[src/rtl/bus_pkg.sv]
// Shared definitions for the bit-serial system bus: default widths, slave FSM
// states and the frame operation encoding.
package bus_pkg;

  localparam int DEF_ADDR_WIDTH  = 12;
  localparam int DEF_DATA_WIDTH  = 8;
  localparam int DEF_BURST_WIDTH = 12;

  typedef enum logic [2:0] {
    IDLE,
    HEADER,
    WDATA,
    WMEM,
    RREQ,
    RWAIT,
    RDATA,
    DONE
  } state_t;

  typedef enum logic {
    OP_WRITE = 1'b0,
    OP_READ  = 1'b1
  } op_t;

endpackage

[src/rtl/serial_shift_reg.sv]
// Right-shifting register: serial bits enter at the MSB, so an LSB-first stream
// is fully assembled after WIDTH shifts and data[0] is the next bit to send.
module serial_shift_reg #(
  parameter int WIDTH = 8
) (
  input  logic             clk,
  input  logic             reset,
  input  logic             load,
  input  logic [WIDTH-1:0] load_data,
  input  logic             shift_en,
  input  logic             shift_in,
  output logic [WIDTH-1:0] data
);

  always_ff @(posedge clk) begin
    if (reset) begin
      data <= '0;
    end else if (load) begin
      data <= load_data;
    end else if (shift_en) begin
      data <= {shift_in, data[WIDTH-1:1]};
    end
  end

endmodule

[src/rtl/slave_port.sv]
// Slave end of the bit-serial bus: deserialises header and write data, drives a
// single-port local memory, and serialises read data back to the master.
module slave_port
  import bus_pkg::*;
#(
  parameter int ADDR_WIDTH  = DEF_ADDR_WIDTH,
  parameter int DATA_WIDTH  = DEF_DATA_WIDTH,
  parameter int BURST_WIDTH = DEF_BURST_WIDTH
) (
  input  logic                  clk,
  input  logic                  reset,
  input  logic                  sel,
  input  logic                  master_valid,
  input  logic                  write_en,
  input  logic                  read_en,
  input  logic                  rx_address,
  input  logic                  rx_burst_num,
  input  logic                  rx_data,
  output logic                  slave_ready,
  output logic                  slave_valid,
  output logic                  tx_data,
  output logic                  rx_done,
  output logic                  tx_done,
  output logic [ADDR_WIDTH-1:0] mem_addr,
  output logic [DATA_WIDTH-1:0] mem_wdata,
  output logic                  mem_we,
  output logic                  mem_re,
  input  logic [DATA_WIDTH-1:0] mem_rdata
);

  localparam int MAX_W = (ADDR_WIDTH > DATA_WIDTH) ? ADDR_WIDTH : DATA_WIDTH;
  localparam int CNT_W = $clog2(MAX_W + 1);
  localparam logic [CNT_W-1:0] HDR_LAST   = CNT_W'(ADDR_WIDTH - 1);
  localparam logic [CNT_W-1:0] DAT_LAST   = CNT_W'(DATA_WIDTH - 1);
  localparam logic [CNT_W-1:0] BURST_BITS = CNT_W'(BURST_WIDTH);

  state_t                 state;
  op_t                    op;
  logic [CNT_W-1:0]       bit_cnt;
  logic [BURST_WIDTH-1:0] beat;

  logic [ADDR_WIDTH-1:0]  addr_q;
  logic [BURST_WIDTH-1:0] burst_q;
  logic [DATA_WIDTH-1:0]  wdata_q;
  logic [DATA_WIDTH-1:0]  rd_q;

  logic start;
  logic hdr_acc;
  logic burst_acc;
  logic wdata_acc;
  logic last_beat;
  logic unused_rd_hi;

  assign start     = sel & master_valid & (write_en ^ read_en);
  assign hdr_acc   = (state == IDLE && start) || (state == HEADER && master_valid);
  // Burst bits ride alongside only the low BURST_WIDTH address bits.
  assign burst_acc = hdr_acc && (bit_cnt < BURST_BITS);
  assign wdata_acc = (state == WDATA) && master_valid;
  assign last_beat = (beat == burst_q);

  // Beat address wraps naturally at the ADDR_WIDTH boundary.
  assign mem_addr  = addr_q + ADDR_WIDTH'(beat);
  assign mem_wdata = wdata_q;
  assign tx_data   = slave_valid & rd_q[0];

  assign unused_rd_hi = ^rd_q[DATA_WIDTH-1:1];

  serial_shift_reg #(.WIDTH(ADDR_WIDTH)) u_addr (
    .clk       (clk),
    .reset     (reset),
    .load      (1'b0),
    .load_data ('0),
    .shift_en  (hdr_acc),
    .shift_in  (rx_address),
    .data      (addr_q)
  );

  serial_shift_reg #(.WIDTH(BURST_WIDTH)) u_burst (
    .clk       (clk),
    .reset     (reset),
    .load      (1'b0),
    .load_data ('0),
    .shift_en  (burst_acc),
    .shift_in  (rx_burst_num),
    .data      (burst_q)
  );

  serial_shift_reg #(.WIDTH(DATA_WIDTH)) u_wdata (
    .clk       (clk),
    .reset     (reset),
    .load      (1'b0),
    .load_data ('0),
    .shift_en  (wdata_acc),
    .shift_in  (rx_data),
    .data      (wdata_q)
  );

  serial_shift_reg #(.WIDTH(DATA_WIDTH)) u_rdata (
    .clk       (clk),
    .reset     (reset),
    .load      (state == RWAIT),
    .load_data (mem_rdata),
    .shift_en  (state == RDATA),
    .shift_in  (1'b0),
    .data      (rd_q)
  );

  // Outputs are registered: each transition sets the strobes of the state it enters.
  always_ff @(posedge clk) begin
    if (reset) begin
      state       <= IDLE;
      op          <= OP_WRITE;
      bit_cnt     <= '0;
      beat        <= '0;
      slave_ready <= 1'b1;
      slave_valid <= 1'b0;
      mem_we      <= 1'b0;
      mem_re      <= 1'b0;
      rx_done     <= 1'b0;
      tx_done     <= 1'b0;
    end else begin
      slave_ready <= 1'b0;
      slave_valid <= 1'b0;
      mem_we      <= 1'b0;
      mem_re      <= 1'b0;
      rx_done     <= 1'b0;
      tx_done     <= 1'b0;
      case (state)
        IDLE: begin
          if (start) begin
            op      <= write_en ? OP_WRITE : OP_READ;
            bit_cnt <= CNT_W'(1);
            beat    <= '0;
            state   <= HEADER;
          end else begin
            slave_ready <= 1'b1;
          end
        end
        HEADER: begin
          if (master_valid) begin
            if (bit_cnt == HDR_LAST) begin
              bit_cnt <= '0;
              beat    <= '0;
              if (op == OP_WRITE) begin
                state <= WDATA;
              end else begin
                state  <= RREQ;
                mem_re <= 1'b1;
              end
            end else begin
              bit_cnt <= bit_cnt + 1'b1;
            end
          end
        end
        WDATA: begin
          if (master_valid) begin
            if (bit_cnt == DAT_LAST) begin
              bit_cnt <= '0;
              state   <= WMEM;
              mem_we  <= 1'b1;
            end else begin
              bit_cnt <= bit_cnt + 1'b1;
            end
          end
        end
        WMEM: begin
          if (last_beat) begin
            state   <= DONE;
            rx_done <= 1'b1;
          end else begin
            beat  <= beat + 1'b1;
            state <= WDATA;
          end
        end
        RREQ: begin
          state <= RWAIT;
        end
        RWAIT: begin
          state       <= RDATA;
          slave_valid <= 1'b1;
        end
        RDATA: begin
          if (bit_cnt == DAT_LAST) begin
            bit_cnt <= '0;
            if (last_beat) begin
              state   <= DONE;
              tx_done <= 1'b1;
            end else begin
              beat   <= beat + 1'b1;
              state  <= RREQ;
              mem_re <= 1'b1;
            end
          end else begin
            bit_cnt     <= bit_cnt + 1'b1;
            slave_valid <= 1'b1;
          end
        end
        DONE: begin
          state       <= IDLE;
          slave_ready <= 1'b1;
        end
        default: begin
          state       <= IDLE;
          slave_ready <= 1'b1;
        end
      endcase
    end
  end

endmodule

[config.mk]
export PLATFORM = sky130hd
export DESIGN_NAME = slave_port
export DESIGN_NICKNAME = d
export VERILOG_FILES = /design/src/rtl/bus_pkg.sv /design/src/rtl/serial_shift_reg.sv /design/src/rtl/slave_port.sv
export SDC_FILE = /design/constraint.sdc
export NUM_CORES = 1
export LEC_CHECK = 0
export ABC_AREA = 1
export ABC_CLOCK_PERIOD_IN_PS = 2450
export CAP_MARGIN = 15
export CORE_MARGIN = 1
export CORE_UTILIZATION = 50
export CTS_CLUSTER_DIAMETER = 100
export DETAILED_ROUTE_END_ITERATION = 8
export PLACE_DENSITY = 0.71
export SYNTH_ARGS = -nofsm -noshare
export SYNTH_HDL_FRONTEND = slang
export SYNTH_HIERARCHICAL = 1
export SYNTH_SLANG_ARGS = --single-unit
[constraint.sdc]
create_clock -name clk -period 2.45 [get_ports clk]
set_clock_uncertainty 0.2 [all_clocks]
set_input_delay 0.6125 -clock clk [delete_from_list [all_inputs] [get_ports clk]]
set_output_delay 0.6125 -clock clk [all_outputs]
set_load 0.01 [all_outputs]
=== After elaboration in Yosys (flattened, before gate mapping) ===
Index checks and enable logic that the tools add are counted.

* Register bits: 66
* Logic and storage cells: 96
* Output and inout bits: 27
* Input bits: 17

* Muxes and demuxes: 37
* Equality and inequality tests: 16
* Order comparisons: 1
* Bitwise logic cells: 9
* Reduce and logical (&&, ||, !) cells: 16
* Add/subtract/negate cells: 3

{| class="wikitable"
|+ Operators with widths
! operator !! count
|-
| $mux 12 || 5
|-
| $pmux 12 s4 || 1
|-
| $mux 3 || 8
|-
| $pmux 3 s8 || 1
|-
| $mux 4 || 5
|-
| $mux 8 || 2
|-
| $pmux 4 s4 || 1
|-
| $add 12x1->12 const B || 1
|-
| $add 12x12->12 || 1
|-
| $eq 12x12->1 || 1
|-
| $eq 3x3->1 const B || 4
|-
| $mux 1 || 10
|-
| $ne 2x2->1 const B || 4
|-
| $reduce_bool 4->1 || 2
|-
| $eq 3x2->1 const B || 2
|-
| $pmux 1 s2 || 3
|-
| $reduce_and 6->1 || 1
|-
| $reduce_or 3->1 || 2
|-
| $not 1->1 || 5
|-
| $reduce_and 5->1 || 1
|-
| $add 4x1->4 const B || 1
|-
| $eq 4x3->1 const B || 1
|-
| $eq 4x4->1 const B || 1
|-
| $logic_and 1x1->1 || 4
|-
| other kinds (12) || 15
|}

=== Logic depth before layout (Yosys ltp) ===
* Word-level depth: 5
* Depth in mapped cells: 12
* Mapped depth without buffers: 11

=== Modules after synthesis ===
The synthesis kept the hierarchy.

{| class="wikitable"
|+ Modules (own cells, without submodules)
! module !! cells each !! area an instance (um2) !! times used !! sequential area each (um2)
|-
| slave_port || 385 || 2434.8 || 1 || 520.5
|-
| serial_shift_reg (u_addr ...) || 101 || 653.1 || 2 || 240.2
|-
| serial_shift_reg (u_rdata ...) || 66 || 419.2 || 2 || 160.2
|}

=== Worst setup path before layout ===
OpenSTA, ideal clock, no wires.

* Kind: reg2out
* Start: register u_addr.data[2]
* End: output port mem_addr[9]
* Data required time: 1637 ps
* Arrival time: 1598 ps
* Slack: 39 ps
* Buffers on the path: 0
* Stages on the path, launching flop included: 7
* Cell sequence: dfxtp_1 -> ha_1 -> nand2_1 -> o21ai_0 -> a21oi_1 -> o21ai_0 -> xor2_1

* Word-level cells in the longest chain between the ends: 1

{| class="wikitable"
|+ RTL lines
! item !! line !! RTL
|-
| start: declaration || serial_shift_reg.sv:12 || <nowiki>output logic [WIDTH-1:0] data</nowiki>
|-
| start signal: assignment || serial_shift_reg.sv:19 || <nowiki>data <= load_data;</nowiki>
|-
| start signal: assignment || serial_shift_reg.sv:21 || <nowiki>data <= {shift_in, data[WIDTH-1:1]};</nowiki>
|-
| $add 12x12->12 || slave_port.sv:62 || <nowiki>assign mem_addr = addr_q + ADDR_WIDTH'(beat);</nowiki>
|-
| end: declaration || slave_port.sv:24 || <nowiki>output logic [ADDR_WIDTH-1:0] mem_addr,</nowiki>
|}

Every way passes these cells.

=== Final worst setup path ===
* Start: register beat[3]
* End: output port mem_addr[8]

* Word-level cells in the longest chain between the ends: 1

{| class="wikitable"
|+ RTL lines
! item !! line !! RTL
|-
| start: declaration || slave_port.sv:40 || <nowiki>logic [BURST_WIDTH-1:0] beat;</nowiki>
|-
| start signal: assignment || slave_port.sv:171 || <nowiki>beat <= beat + 1'b1;</nowiki>
|-
| start signal: assignment || slave_port.sv:189 || <nowiki>beat <= beat + 1'b1;</nowiki>
|-
| $add 12x12->12 || slave_port.sv:62 ||
|}

Every way passes these cells.

==> results.toml <==
[status]
status = "complete, but fails checks"
violations = "DRC, setup timing"

[die]
rows = 34
die_h_um = 97.7
io_pins = 44
initial_core_util_pct = 52.0
fp.coreArea_mm2 = 0.00881
die-area_mm2 = 0.00955
fp.dieW_um = 97.7

[pwr]
power.share.switching_pct = 40.3
p_int_mw = 2.68
clkPwrFrac_pct = 20.9
vdd_ir_drop_max_mv = 0.376
powerDensity_mw_per_mm2 = 733
total_power_mw = 4.49
p_switching_mw = 1.81
seqPwrFrac_pct = 30.4
combPwrFrac_pct = 48.8
p_leak_nw = 2.79

[routing]
drt_pass1_iterations = 7
postRouteAntennaNets = 0
post-route-drc-count = 16
viasPerCell = 4.92
drt_iter0_markers = 253
vias = 4781
avgRoutedWirePerCell_um = 12.2
routed_wl_um = 11900

[layout]
stdcell_area_mm2 = 0.00612
diodes = 0
layout.nets = 889
drive_above_1_share_pct = 23.9
layout.cells.non_filler = 971
area_growth_pct = 33.6
fin_util_pct = 69.5

[setup_path]
r2r-end = "u_addr/data[1]$_SDFFE_PP0P_"
cp-start-kind = "flop"
path_class = "flop to primary output"
arrival_ns = 1.87
worstReg2RegStart = "state[2]$_SDFFE_PP0P_"
ff2ff_setup_slack_ns = 0.28
crit_path_end_kind = "primary output"
startpoint = "beat[3]$_SDFFE_PP0P_"
critPathMaxFanout = 4
cp_data_required_time_ns = 1.64
ff2ff_path_depth = 11

[timing]
setup_ws_ns = -0.229
setup_tns_ns = -1.85
setup_violations = 10
fmax_mhz = 373
fin_crit_ns = 2.68
hold_viol_final = 0
slew_viol_final = 0
hold_ws_ns = 0.271
fin_crit_sh_pct = 109
rsz0062_at_grt = "yes"

[min_path]
min_to = "u_rdata/data[3]$_SDFFE_PP0P_"
hold_class = "flop to flop"
whs_path_depth = 2
min_from = "u_rdata/data[3]$_SDFFE_PP0P_"

[clock_network]
clockBufferDepth = 2
clk_latency_ns = 0.35
cts_tree = "yes"
htreeDepth = 3
cts_hold_buffers = 0
clock_sinks = 66
cts_buffers = 9
root_buffer = "clkbuf_8"
clkTransAtPathRegs_ns = 0.08

[logic_synthesis]
avgSynthCellArea_um2 = 6.37
ys_async_sr_fraction_pct = 0
synth_edf_count = 0
synth_seq_cells = 66
syn_area_mm2 = 0.00458
ys.flop_type = "dfxtp_1"
ys_types = 42
synthCells = 719
yosysSeqAreaShare_pct = 28.9
synth_warnings = 6

[placed_design]
pre_cts_ws_ns = -0.440
place_area_mm2 = 0.00562
place.detailed.hpwl_um = 8130
place.gp.congestion = 0.894
place.port_buffers = 43
dp.cells = 950

[global_route]
grt_max_degree = 25
antenna_found_initial = 0
grt_pass1_vias = 4494
grt_pass1_wl_um = 19700
track_usage_pct = 25.4
grt-ovfl-total = 0

[job]
maxCapViolCount = 0
==> power groups by stage <==
stage | Sequential [mW] | Combinational [mW] | Clock, mW
2_1_floorplan | 1.35 | 1.24 | 0
3_3_place_gp | 1.33 | 1.94 | 0
3_5_place_dp | 1.34 | 1.97 | 0
4_1_cts | 1.36 | 2.06 | 0.953
5_1_grt | 1.38 | 2.39 | 1.00
6_report | 1.36 | 2.19 | 0.936
==> worst max-delay path by stage <==
| stage | end | cells after the start |
|---|---|---|
| global route | mem_addr[10] | 9 |
| CTS | mem_addr[10] | 8 |
| finish | mem_addr[8] | 8 |
| floorplan | mem_addr[9] | 6 |
| global placement | mem_addr[9] | 7 |
| detailed placement | mem_addr[9] | 7 |
==> what timing repair did <==
action,in CTS,in global routing
gates resized for setup,99,19
pin swaps,19,12
setup endpoints to repair,11,22
hold endpoints to repair,0,0
setup buffers,5,0
==> sequential cells by signal, indices dropped and copies added (netlist names) <==
name / cells
beat: 12
u_addr/data: 12
u_burst/data: 12
u_rdata/data: 8
u_wdata/data: 8
bit_cnt: 4
state: 3
mem_re: 1
mem_we: 1
op: 1
rx_done: 1
slave_ready: 1
slave_valid: 1
tx_done: 1
==> Yosys cell counts (all sizes together), types with 8 or more instances <==
cell type / instances / area share [%]
a21oi: 64 / 8.9
buf: 19 / 3.4
dfxtp: 66 / 29
ha: 13 / 3.6
inv: 98 / 8.0
nand2: 292 / 25
nand3: 58 / 7.5
nand4: 8 / 1.1
nor2: 47 / 5.4
o21ai: 11 / 1.3
xnor2: 10 / 1.9
xor2: 8 / 1.5
==> metal layers <==
layer	track usage (%)	vias up	wire length (um)
li1	-	2478	-
met1	31.3	2168	5350
met4	7.46	0	200
met3	4.39	22	489
met2	45.1	113	5820
met5	0	-	0
==> placed cells by master (no fill, tap or decap), drive strengths merged, types with 2 or more instances in the layout <==
cell           count
xnor2             10
dfxtp             66
o21ai             11
nor2              47
nor3               3
nand4              8
clkbuf            11
clkdlybuf4s50     31
nand3b             5
conb              44
o21bai             2
inv               98
nand3             58
ha                13
a21oi             64
xor2               8
buf               77
clkinv             4
nand2            292
==> kinds of logic (layout without fill, tap and decap cells) <==
| logic type | after synthesis | after routing | share of synthesized area [%] |
|---|---|---|---|
| simple gates | 416 | 416 | 40.2 |
| buf+inv | 121 | 222 | 11.9 |
| compound gates | 83 | 83 | 11.4 |
| flops | 66 | 66 | 28.9 |
| xor+xnor | 18 | 18 | 3.44 |
| fa+ha+maj | 14 | 14 | 3.99 |
| other cells | 1 | 44 | 0.0819 |
==> cell type report <==
cell class,instances,area [um^2]
clock buffer,11,141
fill,752,2690
clock inverter,5,53.8
tap,108,135
inverter,98,370
multi-input combinational,575,3160
timing repair buffer,108,920
sequential,66,1340
==> worst max-delay path: stages, from the launching register on <==
cell,delay (ns)
dfxtp_2,0.35
ha_4,0.27
a21oi_4,0.17
o21ai_2,0.09
a21oi_2,0.16
nor2_1,0.07
nor2_1,0.13
xnor2_1,0.13
buf_2,0.15
(Power assumes the default switching activity.)
